===== src/rtl/prf_freelist_pkg.sv =====
// Shared constants and types for the physical-register free list.
// PRF_NUM/ARF_NUM size the register files. FL_NUM is the number of tags
// that can be free at once. Pointers carry one extra wrap bit above the index.
// rob_state_e is the ROB recovery FSM encoding that the free list observes.
package prf_freelist_pkg;

  localparam int PRF_NUM   = 64;
  localparam int PRF_WIDTH = $clog2(PRF_NUM);
  localparam int ARF_NUM   = 32;
  localparam int FL_NUM    = PRF_NUM - ARF_NUM;
  localparam int FL_WIDTH  = $clog2(FL_NUM);

  typedef logic [PRF_WIDTH-1:0] prf_tag_t;
  typedef logic [FL_WIDTH-1:0]  fl_idx_t;
  typedef logic [FL_WIDTH:0]    fl_ptr_t;   // MSB is the wrap bit

  typedef enum logic [1:0] {
    ROB_IDLE     = 2'd0,
    ROB_ROLLBACK = 2'd1,
    ROB_WALK     = 2'd2
  } rob_state_e;

  // 2-input popcount
  function automatic logic [1:0] pop2(input logic a, input logic b);
    return {1'b0, a} + {1'b0, b};
  endfunction

endpackage


===== src/rtl/prf_freelist.sv =====
// prf_freelist: circular FIFO of free physical-register tags for a 2-wide core.
//   clk, reset_n          clock, async active-low reset
//   alloc{0,1}_valid      dispatch slots needing a destination tag (idle only)
//   alloc{0,1}_T          tags for the first / second requesting slot
//   fl_left               00 empty, 01 one free, 10 two or more (registered count)
//   retire{0,1}_*         ROB retire port; is_wb entries push their T_old back
//   rob_state             ROB_IDLE / ROB_ROLLBACK / ROB_WALK
//   walk{0,1}_valid       surviving wb instrs replayed during ROB walk
//   fl_err                sticky consistency error (FREELIST_CHECK_EN only)
// Macro FREELIST_CHECK_EN adds a busy bitmap, the sticky fl_err output
// and assertions. Without it the block has no checking logic.
// head is the speculative allocation pointer. commit_head trails it and moves
// only at retirement. Rollback snaps head back to commit_head, and walk
// advances head again over the tags still held by surviving instructions.
// FL_NUM must be a power of two so the index fields wrap naturally.
module prf_freelist
  import prf_freelist_pkg::*;
(
  input  logic                 clk,
  input  logic                 reset_n,
  input  logic                 alloc0_valid,
  input  logic                 alloc1_valid,
  output logic [PRF_WIDTH-1:0] alloc0_T,
  output logic [PRF_WIDTH-1:0] alloc1_T,
  output logic [1:0]           fl_left,
  input  logic                 retire0_valid,
  input  logic                 retire0_is_wb,
  input  logic [PRF_WIDTH-1:0] retire0_fl_Told,
  input  logic                 retire1_valid,
  input  logic                 retire1_is_wb,
  input  logic [PRF_WIDTH-1:0] retire1_fl_Told,
  input  logic [1:0]           rob_state,
  input  logic                 walk0_valid,
  input  logic                 walk1_valid
`ifdef FREELIST_CHECK_EN
  ,
  output logic                 fl_err
`endif
);

  prf_tag_t fifo_q [FL_NUM];
  fl_ptr_t  head_q, head_d, chead_q, chead_d, tail_q, tail_d;
  fl_ptr_t  count;
  fl_idx_t  head_idx, head1_idx, tail_idx, tail1_idx;
  logic     rel0, rel1;
  logic [1:0] n_alloc, n_rel, n_walk;

  assign head_idx  = head_q[FL_WIDTH-1:0];
  assign head1_idx = head_idx + fl_idx_t'(1);
  assign tail_idx  = tail_q[FL_WIDTH-1:0];
  assign tail1_idx = tail_idx + fl_idx_t'(1);
  assign count     = tail_q - head_q;

  assign rel0    = retire0_valid & retire0_is_wb;
  assign rel1    = retire1_valid & retire1_is_wb;
  assign n_rel   = pop2(rel0, rel1);
  assign n_alloc = pop2(alloc0_valid, alloc1_valid);
  assign n_walk  = pop2(walk0_valid, walk1_valid);

  // Grants come from registered state only; tags pushed this cycle are
  // not visible until the next cycle.
  assign fl_left  = (count == '0) ? 2'b00 : (count == fl_ptr_t'(1)) ? 2'b01 : 2'b10;
  assign alloc0_T = fifo_q[head_idx];
  // Requests are compacted: a lone slot1 request takes the head entry.
  assign alloc1_T = (alloc1_valid & ~alloc0_valid) ? fifo_q[head_idx] : fifo_q[head1_idx];

  always_comb begin
    chead_d = chead_q + fl_ptr_t'(n_rel);
    tail_d  = tail_q + fl_ptr_t'(n_rel);
    head_d  = head_q;
    case (rob_state)
      ROB_IDLE:     head_d = head_q + fl_ptr_t'(n_alloc);
      // Same-cycle retirements also advance the rewind target.
      ROB_ROLLBACK: head_d = chead_d;
      ROB_WALK:     head_d = head_q + fl_ptr_t'(n_walk);
      default:      head_d = head_q;
    endcase
  end

  always_ff @(posedge clk or negedge reset_n) begin
    if (!reset_n) begin
      head_q  <= '0;
      chead_q <= '0;
      tail_q  <= fl_ptr_t'(FL_NUM);   // wrap bit set, index 0: full
      for (int i = 0; i < FL_NUM; i++) fifo_q[i] <= prf_tag_t'(ARF_NUM + i);
    end else begin
      head_q  <= head_d;
      chead_q <= chead_d;
      tail_q  <= tail_d;
      if (rel0) fifo_q[tail_idx] <= retire0_fl_Told;
      if (rel1) fifo_q[rel0 ? tail1_idx : tail_idx] <= retire1_fl_Told;
    end
  end

`ifdef FREELIST_CHECK_EN
  logic [PRF_NUM-1:0] busy_q, busy_d;
  logic               err_q, err_d;
  fl_ptr_t            rb_span;
  logic               ovf;

  // Entries in [new commit_head, head) belong to squashed instrs on rollback.
  assign rb_span = head_q - chead_d;
  assign ovf     = ({1'b0, count} + (FL_WIDTH+2)'(n_rel)) > (FL_WIDTH+2)'(FL_NUM);

  always_comb begin
    busy_d = busy_q;
    err_d  = err_q;
    if (rob_state == ROB_ROLLBACK) begin
      for (int j = 0; j < FL_NUM; j++) begin
        if (fl_ptr_t'({1'b0, fl_idx_t'(fl_idx_t'(j) - chead_d[FL_WIDTH-1:0])}) < rb_span)
          busy_d[fifo_q[j]] = 1'b0;
      end
    end
    if (rel0) begin
      if (!busy_q[retire0_fl_Told]) err_d = 1'b1;
      busy_d[retire0_fl_Told] = 1'b0;
    end
    if (rel1) begin
      if (!busy_q[retire1_fl_Told] || (rel0 && retire0_fl_Told == retire1_fl_Told))
        err_d = 1'b1;
      busy_d[retire1_fl_Told] = 1'b0;
    end
    if (ovf) err_d = 1'b1;
    if (rob_state == ROB_IDLE) begin
      if (fl_ptr_t'(n_alloc) > count) begin
        err_d = 1'b1;
      end else begin
        if (n_alloc != 2'd0) begin
          if (busy_q[fifo_q[head_idx]]) err_d = 1'b1;
          busy_d[fifo_q[head_idx]] = 1'b1;
        end
        if (n_alloc == 2'd2) begin
          if (busy_q[fifo_q[head1_idx]]) err_d = 1'b1;
          busy_d[fifo_q[head1_idx]] = 1'b1;
        end
      end
    end
    // Walk re-marks the tags of surviving instrs as held.
    if (rob_state == ROB_WALK) begin
      if (n_walk != 2'd0) busy_d[fifo_q[head_idx]]  = 1'b1;
      if (n_walk == 2'd2) busy_d[fifo_q[head1_idx]] = 1'b1;
    end
  end

  always_ff @(posedge clk or negedge reset_n) begin
    if (!reset_n) begin
      busy_q <= {{(PRF_NUM-ARF_NUM){1'b0}}, {ARF_NUM{1'b1}}};
      err_q  <= 1'b0;
    end else begin
      busy_q <= busy_d;
      err_q  <= err_d;
    end
  end

  assign fl_err = err_q;

  a_no_overalloc: assert property (@(posedge clk) disable iff (!reset_n)
    (rob_state == ROB_IDLE) |-> (fl_ptr_t'(n_alloc) <= count))
    else $warning("prf_freelist: allocation beyond free count");
  a_no_overflow: assert property (@(posedge clk) disable iff (!reset_n) !ovf)
    else $warning("prf_freelist: push into full list");
  a_rel0_busy: assert property (@(posedge clk) disable iff (!reset_n)
    rel0 |-> busy_q[retire0_fl_Told])
    else $warning("prf_freelist: slot0 released a free tag");
  a_rel1_busy: assert property (@(posedge clk) disable iff (!reset_n)
    rel1 |-> busy_q[retire1_fl_Told])
    else $warning("prf_freelist: slot1 released a free tag");
`endif

endmodule


===== config.mk =====
export PLATFORM = sky130hd
export DESIGN_NAME = prf_freelist
export DESIGN_NICKNAME = d
export VERILOG_FILES = /design/src/rtl/prf_freelist_pkg.sv /design/src/rtl/prf_freelist.sv
export SDC_FILE = /design/constraint.sdc
export NUM_CORES = 1
export LEC_CHECK = 0
export CORE_ASPECT_RATIO = 1.25
export CORE_MARGIN = 1.5
export CORE_UTILIZATION = 40
export DETAILED_ROUTE_END_ITERATION = 8
export HOLD_SLACK_MARGIN = 0.02
export SLEW_MARGIN = 20
export SYNTH_ARGS = -nofsm -noshare
export SYNTH_HDL_FRONTEND = slang
export SYNTH_SLANG_ARGS = --single-unit

===== constraint.sdc =====
create_clock -name clk -period 3.1 [get_ports clk]
set_input_delay 0.31 -clock clk [delete_from_list [all_inputs] [get_ports clk]]
set_output_delay 0.31 -clock clk [all_outputs]
set_load 0.02 [all_outputs]

== Word level (Yosys, flattened, before mapping) ==
Index checks and enable logic that the tools add are counted.
W data, S select, Z words.
Cells by class
  add/subtract/negate cells: 10
  magnitude comparators: 6
  equal/unequal tests: 3
  multiplexer cells: 19
  bitwise operators: 8
  reduce and logical (&&, ||, !) cells: 5
Operator list (number)
  $bwmux W192: 2
  $mux W192: 2
  $bmux W6 S5: 2
  $demux W6 S5: 2
  $mux W6: 7
  $add A6 B2 Y6: 4
  $ge A6 B6 Y1 const B: 4
  $not A5 Y6: 4
  $pmux W6 S3: 1
  $lt A6 B1 Y1 const B: 2
  $add A5 B1 Y5 const B: 2
  $add A1 B1 Y2: 3
  $eq A6 B1 Y1 const B: 1
  $logic_not A6 Y1: 1
  $sub A6 B6 Y6: 1
  $mux W5: 1
  $mux W2: 2
  $and A1 B1 Y1: 3
  $reduce_bool A3 Y1: 1
  $eq A2 B1 Y1 const B: 1
  $eq A2 B2 Y1 const B: 1
  $logic_and A1 B1 Y1: 2
  $logic_not A2 Y1: 1
  $not A1 Y1: 1
Word-level totals
  register bits after elaboration: 210
  input bits: 24
  output and inout bits: 14
  logic and storage cells: 86

== Depth between registers and ports, before layout ==
Gate-level depths: netlist (run 1).
  depth in word-level cells: 9
  gate-level depth with buffers: 11
  mapped depth without buffers: 10

== Worst setup path after synthesis (run 1) ==
Ideal clock, no wire load.
  path kind: reg2out
  start: register head_q[1]
  end: output port fl_left[0]
  data arrival time: 2.940 ns
  required time: 2.790 ns
  path slack: -0.150 ns
  stages on the path, launching flop included: 12
  path buffers: 3
  cells stage by stage: dfrtp_1 -> clkbuf_1 -> buf_2 -> buf_2 -> inv_1 -> fa_1 -> and2_1 -> o21a_1 -> or3_1 -> a21oi_1 -> o211ai_1 -> nor2_1
On the way
  cells in the longest elaborated chain, start to end: 4
  elaborated cells between the ends (all ways): 5
  classes of those cells: 1 x add/sub; 1 x eq/ne; 2 x mux; 1 x reduce/logical
RTL lines
  start: declaration: RTL line prf_freelist.sv:42  | fl_ptr_t head_q, head_d, chead_q, chead_d, tail_q, tail_d;
  start signal: assignment: RTL line prf_freelist.sv:82  | head_q <= '0;
  start signal: assignment: RTL line prf_freelist.sv:87  | head_q <= head_d;
  $sub A6 B6 Y6 *: RTL line prf_freelist.sv:52  | assign count = tail_q - head_q;
  $eq A6 B1 Y1: RTL line prf_freelist.sv:62  | assign fl_left = (count == '0) ? 2'b00 : (count == fl_ptr_t'(1)) ? 2'b01 : 2'b10;
  $mux W2: RTL line prf_freelist.sv:62
  $mux W2 *: RTL line prf_freelist.sv:62
  end: declaration: RTL line prf_freelist.sv:25  | output logic [1:0] fl_left,
Mark *: on every way between the ends. The rest lies on a longest branch, timed or not.

== Worst setup path after layout (run 1) ==
  start: register head_q[1]
  end: output port alloc1_T[0]
On the way
  cells in the longest elaborated chain, start to end: 6
  elaborated cells between the ends (all ways): 10
  classes of those cells: 1 x add/sub; 7 x mux; 2 x bitwise
RTL lines
  $add A5 B1 Y5: RTL line prf_freelist.sv:49  | assign head1_idx = head_idx + fl_idx_t'(1);
  $not A5 Y6 (not written as such): RTL line prf_freelist.sv:65  | assign alloc1_T = (alloc1_valid & ~alloc0_valid) ? fifo_q[head_idx] : fifo_q[head1_idx];
  $bmux W6 S5: RTL line prf_freelist.sv:65
  $mux W6 (not written as such) (2 in a row): RTL line prf_freelist.sv:65
  $mux W6 *: RTL line prf_freelist.sv:65
  end: declaration: RTL line prf_freelist.sv:24  | output logic [PRF_WIDTH-1:0] alloc1_T,
Mark *: on every way between the ends. The rest lies on a longest branch, timed or not. The select of a mux whose other input is x is not followed.

==> results of run 1 <==
-- state kept, by name, summed over array words and instances (netlist names) --
name and cells:
tail_q 6, chead_q 6, fifo_q 192, head_q 6
-- metrics by stage --
step / power [uW] / std cells / worst slack, ns / util
floorplan: 10900 / 1386 / 0.0443 / -
global placement: 13700 / 1879 / -0.0499 / 0.441
detailed placement: 13900 / 1879 / -0.0661 / 0.441
CTS: 17800 / 1946 / -0.249 / 0.479
global route: 18800 / 1952 / -0.318 / 0.481
finish: 18000 / 1952 / -0.294 / 0.481
-- logic make-up after synthesis --
kind of cell,Yosys count,share of synthesized area
xor gates and xnor gates,24,0.0171
and+or+nand+nor,380,0.119
DFF,210,0.378
adders and majority gates,23,0.0217
muxes,360,0.319
buffers and inverters,131,0.0409
AOI/OAI and AO/OA,258,0.105
-- worst reg2reg max path, stage by stage, from the launching register on --
cell	delay (ns)
dfrtp_1	0.40
buf_4	0.20
ha_1	0.20
and3_1	0.33
xnor2_1	0.36
nor2b_1	0.42
nand3_1	0.46
nor2_1	0.22
a21oi_1	0.06
-- cells in the mapped netlist (all sizes together) (3+ instances only) --
cell and n:
a21oi 123, and3 12, mux2 48, o31ai 3, or3 9, nand3 41
nand2b 4, buf 63, a32oi 12, a221oi 5, a21o 8, mux2i 240
nand3b 3, nor3b 3, o21ai 71, nor2 137, nand4 4, ha 20
o22a 8, xnor2 14, clkbuf 50, nor2b 4, nor3 15, fa 3
inv 18, xor2 10, and2 3, nand2 141, a22oi 14, dfrtp 97
dfstp 113, mux4 72
-- layer usage --
layer / GRT usage / up-vias
li1: - / 5194
met1: 0.362 / 5800
met5: 0 / -
met4: 0.152 / 0
met3: 0.0484 / 155
met2: 0.433 / 543
-- repair_timing --
item,4_1_cts,5_1_grt
resized for setup,95,8
endpoints found under the hold margin,22,0
hold buffers,1,0
setup endpoints to repair,14,14
setup buffers,15,7
cloned,7,0
pin swaps,20,10
-- layout make-up --
class                      count  area (um^2)
inverter                      18         70.1
clock inverter                 9          170
tap                          474          593
sequential                   210         5400
timing repair buffer         161         1610
fill                        3281        18300
clock buffer                  35          703
multi-input combinational   1045         8400
-- power groups by stage --
stage | Sequential [uW] | Combinational [uW] | Clock, uW
floorplan | 5000 | 5850 | 0
global placement | 5570 | 8130 | 0
detailed placement | 5590 | 8280 | 0
CTS | 5550 | 9000 | 3220
global route | 5710 | 9780 | 3340
finish | 5600 | 9180 | 3190
-- final timing paths --
| path | cells past startpoint | end | from | slack, ns |
|---|---|---|---|---|
| worst min-delay path | 2 | fifo_q[43] | reset_n | 0.35 |
| worst max-delay path | 9 | alloc1_T[0] | head_q[1] | -0.29 |
| max in group asynchronous | 3 | fifo_q[143] | reset_n | 1.79 |
| worst max register to register | 8 | fifo_q[106] | tail_q[1] | 0.32 |
| min in group clk | 1 | chead_q[5] | chead_q[5] | 0.46 |
| worst min register to register | 1 | chead_q[5] | chead_q[5] | 0.46 |
==> results by group, run 1 <==
Outcome
  – Outcome: finished, violations left
  – Violated checks: setup timing

Yosys
  – Post-synth EDFFs: 0
  – Synth area leader: dfstp_2
  – Post-Synthesis Cells: 1386
  – Top cells by area, synth: dfstp_2 (21%), dfrtp_1 (17%), mux2i_1 (17%)
  – Main synth FF type: dfstp_2
  – Post-Synthesis Cell Area: 14300 um^2
  – Top-area cell type share of the netlist area: 0.208
  – Flop and latch count out of synthesis: 210
  – Ys Warns: 0
  – Post-Syn Area per Cell: 10.3 um^2
  – Synth async-reset ratio: 1.00
  – Unique masters post-synth: 63
  – Syn nets: 1433
  – Post-synthesis sequential area ratio: 0.378

STA
  – Worst-Margin Slew: 1.04 ns
  – Max-slew violation count: 0
  – Final Setup Violations: 13
  – Final worst-path cycle share: 1.09
  – Fin Setup TNS: -1.88 ns
  – Max Clock Freq: 295 MHz
  – Unrepaired setup endpoints after global routing: true
  – Setup ws final: -0.294 ns
  – Rel. slew slack: 0.304
  – Final hold violation count: 0
  – Post-layout min period: 3.39 ns
  – Worst Skew: 0.00887 ns
  – Hold Slack: 0.351 ns

Worst setup path
  – CP arrival: 3.08 ns
  – Critical path class: flop to output pin
  – Crit path largest cell delay: 0.53 ns
  – Nature of the critical path startpoint: flop
  – Worst path buffer plus inverter count: 3
  – CP required: 2.79 ns
  – Critical path, cell by cell: ha_4 -> buf_8 -> buf_12 -> mux4_2 -> mux2i_1 -> a32oi_1 -> and3_1 -> a21o_1 -> buf_6
  – Crit-path max FO: 6
  – CP top delay family: multiplexers
  – Kind of end point of the critical path: output pin
  – Slowest CP cell: mux4_2

Clock network
  – CTS H-tree lvls: 1
  – Reg clk slew, reported paths: 0.06 ns
  – Max Root-Sink Buffers: 3
  – Skew-Pair Late Insertion Delay: 0.54 ns
  – CTS tree: yes
  – Clk sinks: 210
  – Root buf cell: clkbuf_16
  – CTS Buf Count: 24

Global route
  – Vias in the first global route: 11.7k
  – Initial antenna violation count: 0
  – Grt ovf: 0
  – Gr usage total: 0.277
  – Largest net degree at the start of global routing: 74
  – First-pass GRT wire length: 76300 um

Floorplanning
  – Die X: 172 um
  – Ports: 38
  – Site Rows: 77
  – Die area: 36900 um^2
  – Core box area: 35300 um^2
  – Initial Util: 0.405
  – Die height: 214 um

Power and ir drop
  – Clock share of power: 0.177
  – Flop pwr share: 0.312
  – Share of power burned in combinational logic: 0.511
  – Peak VDD IR: 0.452 mV
  – Sw Pwr: 7040 uW
  – Net Sw Frac: 0.392
  – PD cells: 1060 nW/um^2
  – Lkg Pwr: 0.00716 uW
  – Pint: 10900 uW

Finish
  – Synthesis-to-layout area growth: 18.6%
  – Layout cells sized above 1: 0.304
  – Final instance area: 16900 um^2
  – Commonest non-fill, non-tap cell in the layout: mux2i_1
  – Nets: 1507
  – Most frequent cells in the layout: mux2i_1 (239), nand2_1 (139), nor2_1 (133)
  – Antenna cell count: 0

Detailed routing
  – Drc violations: 0
  – WL/cell: 25.5 um
  – Initial DRC count: 1217
  – Met1 Routed Length: 20000 um
  – ANT nets after route: 0
  – Top sig layer: met4
  – Pre-antenna DRT Iters: 5
  – Vias: 11.7k
  – Metal3 WL: 3630 um
  – DR WL met2: 23200 um
  – Vias/cell: 5.99
  – Total wire length: 49800 um

Placement
  – Post-DP HPWL: 34500 um
  – Placed cell area: 15600 um^2
  – Port buffer count: 37
  – Routability congestion estimate: 0.955

Hold path
  – Min-Delay Path Class: primary input to asynchronous set/reset pin

Run
  – Number of max-cap violations: 0
Power figures use the tool's default switching activity.
==> run 2: changes to the inputs <==
- PLACE_DENSITY: not set -> 0.67
==> run 2 against run 1 <==
Effect of this change:
- the flow still finishes with violations (setup timing)
- utilization fell by 0.54 points
- hold slack improved by 0.0054 ns
- clock-buffer cell count did not move
- combinational power rose by 1%
- critical path depth did not move
- global-route usage fell by 1.1 points
- final cell count fell by 1.1%
- via count rose by 1.8%
- sequential share of layout area rose by 0.36 points
- register-to-register slack barely moved
- total power fell by 1.5%
- critical path type unchanged
- non-clock buffer count fell by 20
==> results by group, run 2 (synthesis results as in run 1) <==
Finish
  – Most frequent cells in the layout: mux2i_1 (236), nand2_1 (134), nor2_1 (131)
  – Storage cell area: 5400 um^2
  – Multi-input gate area: 8450 um^2
  – Synthesis-to-layout area growth: 17.3%
  – Register name with the most flops: fifo_q
  – Antenna cell count: 0
  – Max reg flops: 192
  – Cell Count, Final, Fillers Out: 1930
  – Commonest non-fill, non-tap cell in the layout: mux2i_1
  – Layout cells sized above 1: 0.299
  – Nets: 1486
  – Total of fill cells in the finished design: 3208

Worst setup path
  – Critical path, cell by cell: ha_4 -> buf_12 -> buf_12 -> mux4_2 -> nand2_1 -> a32oi_1 -> and3_1 -> a21o_1 -> buf_6
  – Critical path class: flop to output pin
  – Crit-path max FO: 8
  – Nature of the critical path startpoint: flop
  – Slowest CP cell: mux4_2
  – CP arrival: 3.13 ns
  – Kind of end point of the critical path: output pin
  – CP required: 2.79 ns
  – Crit-path most repeated cell: buf_12
  – Crit path largest cell delay: 0.54 ns

STA
  – Setup ws final: -0.338 ns
  – Unrepaired setup endpoints after global routing: true
  – Rel. slew slack: 0.361
  – Final worst-path cycle share: 1.11
  – Max-slew violation count: 0
  – Worst Skew: 0.0232 ns
  – Final hold violation count: 0
  – Max Clock Freq: 291 MHz
  – Post-layout min period: 3.44 ns
  – Worst-Margin Slew: 0.955 ns
  – Final Setup Violations: 9

Floorplanning
  – Die X: 172 um
  – Ports: 38
  – Initial Util: 0.405
  – Site Rows: 77
  – Core box area: 35300 um^2
  – Die height: 214 um
  – Die area: 36900 um^2

Clock network
  – CTS Buf Count: 23
  – Skew-Pair Late Insertion Delay: 0.55 ns
  – Max Root-Sink Buffers: 3
  – CTS tree: yes
  – Root buf cell: clkbuf_16
  – CTS H-tree lvls: 1
  – Clk sinks: 210
  – Reg clk slew, reported paths: 0.06 ns

Run
  – Number of max-cap violations: 0

Global route
  – First-pass GRT wire length: 73900 um
  – Grt ovf: 0
  – Vias in the first global route: 11.7k
  – Initial antenna violation count: 0
  – Largest net degree at the start of global routing: 77
  – Gr usage total: 0.266

Power and ir drop
  – PD cells: 1060 nW/um^2
  – Lkg Pwr: 0.00701 uW
  – Peak VDD IR: 0.398 mV
  – Power Total: 17700 uW

Placement
  – Cells after DPL: 1870
  – Dpl ws: -0.0772 ns
  – Port buffer count: 37
  – Post-DP HPWL: 32900 um
  – Routability congestion estimate: 0.985

Detailed routing
  – Drc violations: 0
  – Initial DRC count: 1353
  – ANT nets after route: 0
  – Total wire length: 48200 um
  – Vias: 11.9k
  – Vias/cell: 6.17
  – WL/cell: 25.0 um
  – Pre-antenna DRT Iters: 8

Hold path
  – Min-Delay Path Class: primary input to asynchronous set/reset pin

Outcome
  – Outcome: finished, violations left
  – Violated checks: setup timing
[run 2: timing repair]
item	in CTS	in global routing
resized for setup	84	23
pin swaps	17	10
setup endpoints to repair	14	14
hold buffers	1	0
cloned	6	0
hold endpoints to repair	24	0
buffers inserted	11	2
[run 2: path summary, 6_finish.rpt]
path / start / endpoint / slack [ns] / cells past startpoint
setup / recovery: head_q[0] / alloc1_T[5] / -0.34 / 9
setup reg to reg: tail_q[1] / fifo_q[61] / 0.32 / 7
hold / removal: reset_n / fifo_q[159] / 0.36 / 2
hold reg to reg: chead_q[5] / chead_q[5] / 0.46 / 1
min in group clk: retire1_fl_Told[2] / fifo_q[116] / 0.38 / 3
max in group asynchronous: reset_n / head_q[1] / 1.81 / 3
[run 2: critical path, delay by kind of cell (launching register included)]
family,cells,cell delay [ns]
flip-flops,1,0.52
AND/OR/NAND/NOR,2,0.46
buffers and inverters,3,0.40
AO/OA/AOI/OAI,2,0.29
adder cells (fa/ha/maj),1,0.38
multiplexers,1,0.54
[run 2: final cells by class]
cell class	instances	area share
multi-input combinational	1045	0.504
timing repair buffer	141	0.0870
tap	474	0.0354
inverter	18	0.00418
clock buffer	35	0.0413
sequential	210	0.322
clock inverter	7	0.00530
[run 2: layer usage]
layer | share of wire | routed length (um) | global-route usage | vias up
met4 | 0.069 | 3320 | 0.171 | 0
met5 | 0 | 0 | 0 | -
met1 | 0.37 | 18000 | 0.333 | 5850
met3 | 0.083 | 3990 | 0.0413 | 180
li1 | - | - | - | 5157
met2 | 0.47 | 22900 | 0.425 | 714
[run 2: per-stage QoR]
step / util / setup TNS, ns / hold WS, ns / area [um^2]
after detailed placement: 0.439 / -0.337 / 0.378 / 15500
after CTS: 0.474 / -2.16 / 0.361 / 16700
final: 0.475 / -2.28 / 0.356 / 16800
after global routing: 0.475 / -2.74 / 0.393 / 16800
after global placement: 0.439 / -0.272 / 0.364 / 15500
after floorplan: - / 0 / 0.0144 / 14300
[run 2: report_power, final]
part / total (uW) / switching (uW) / internal, uW
Clock: 2890 / 1180 / 1710
Sequential: 5510 / 1120 / 4390
Combinational: 9300 / 4710 / 4590
Total: 17700 / 7020 / 10700
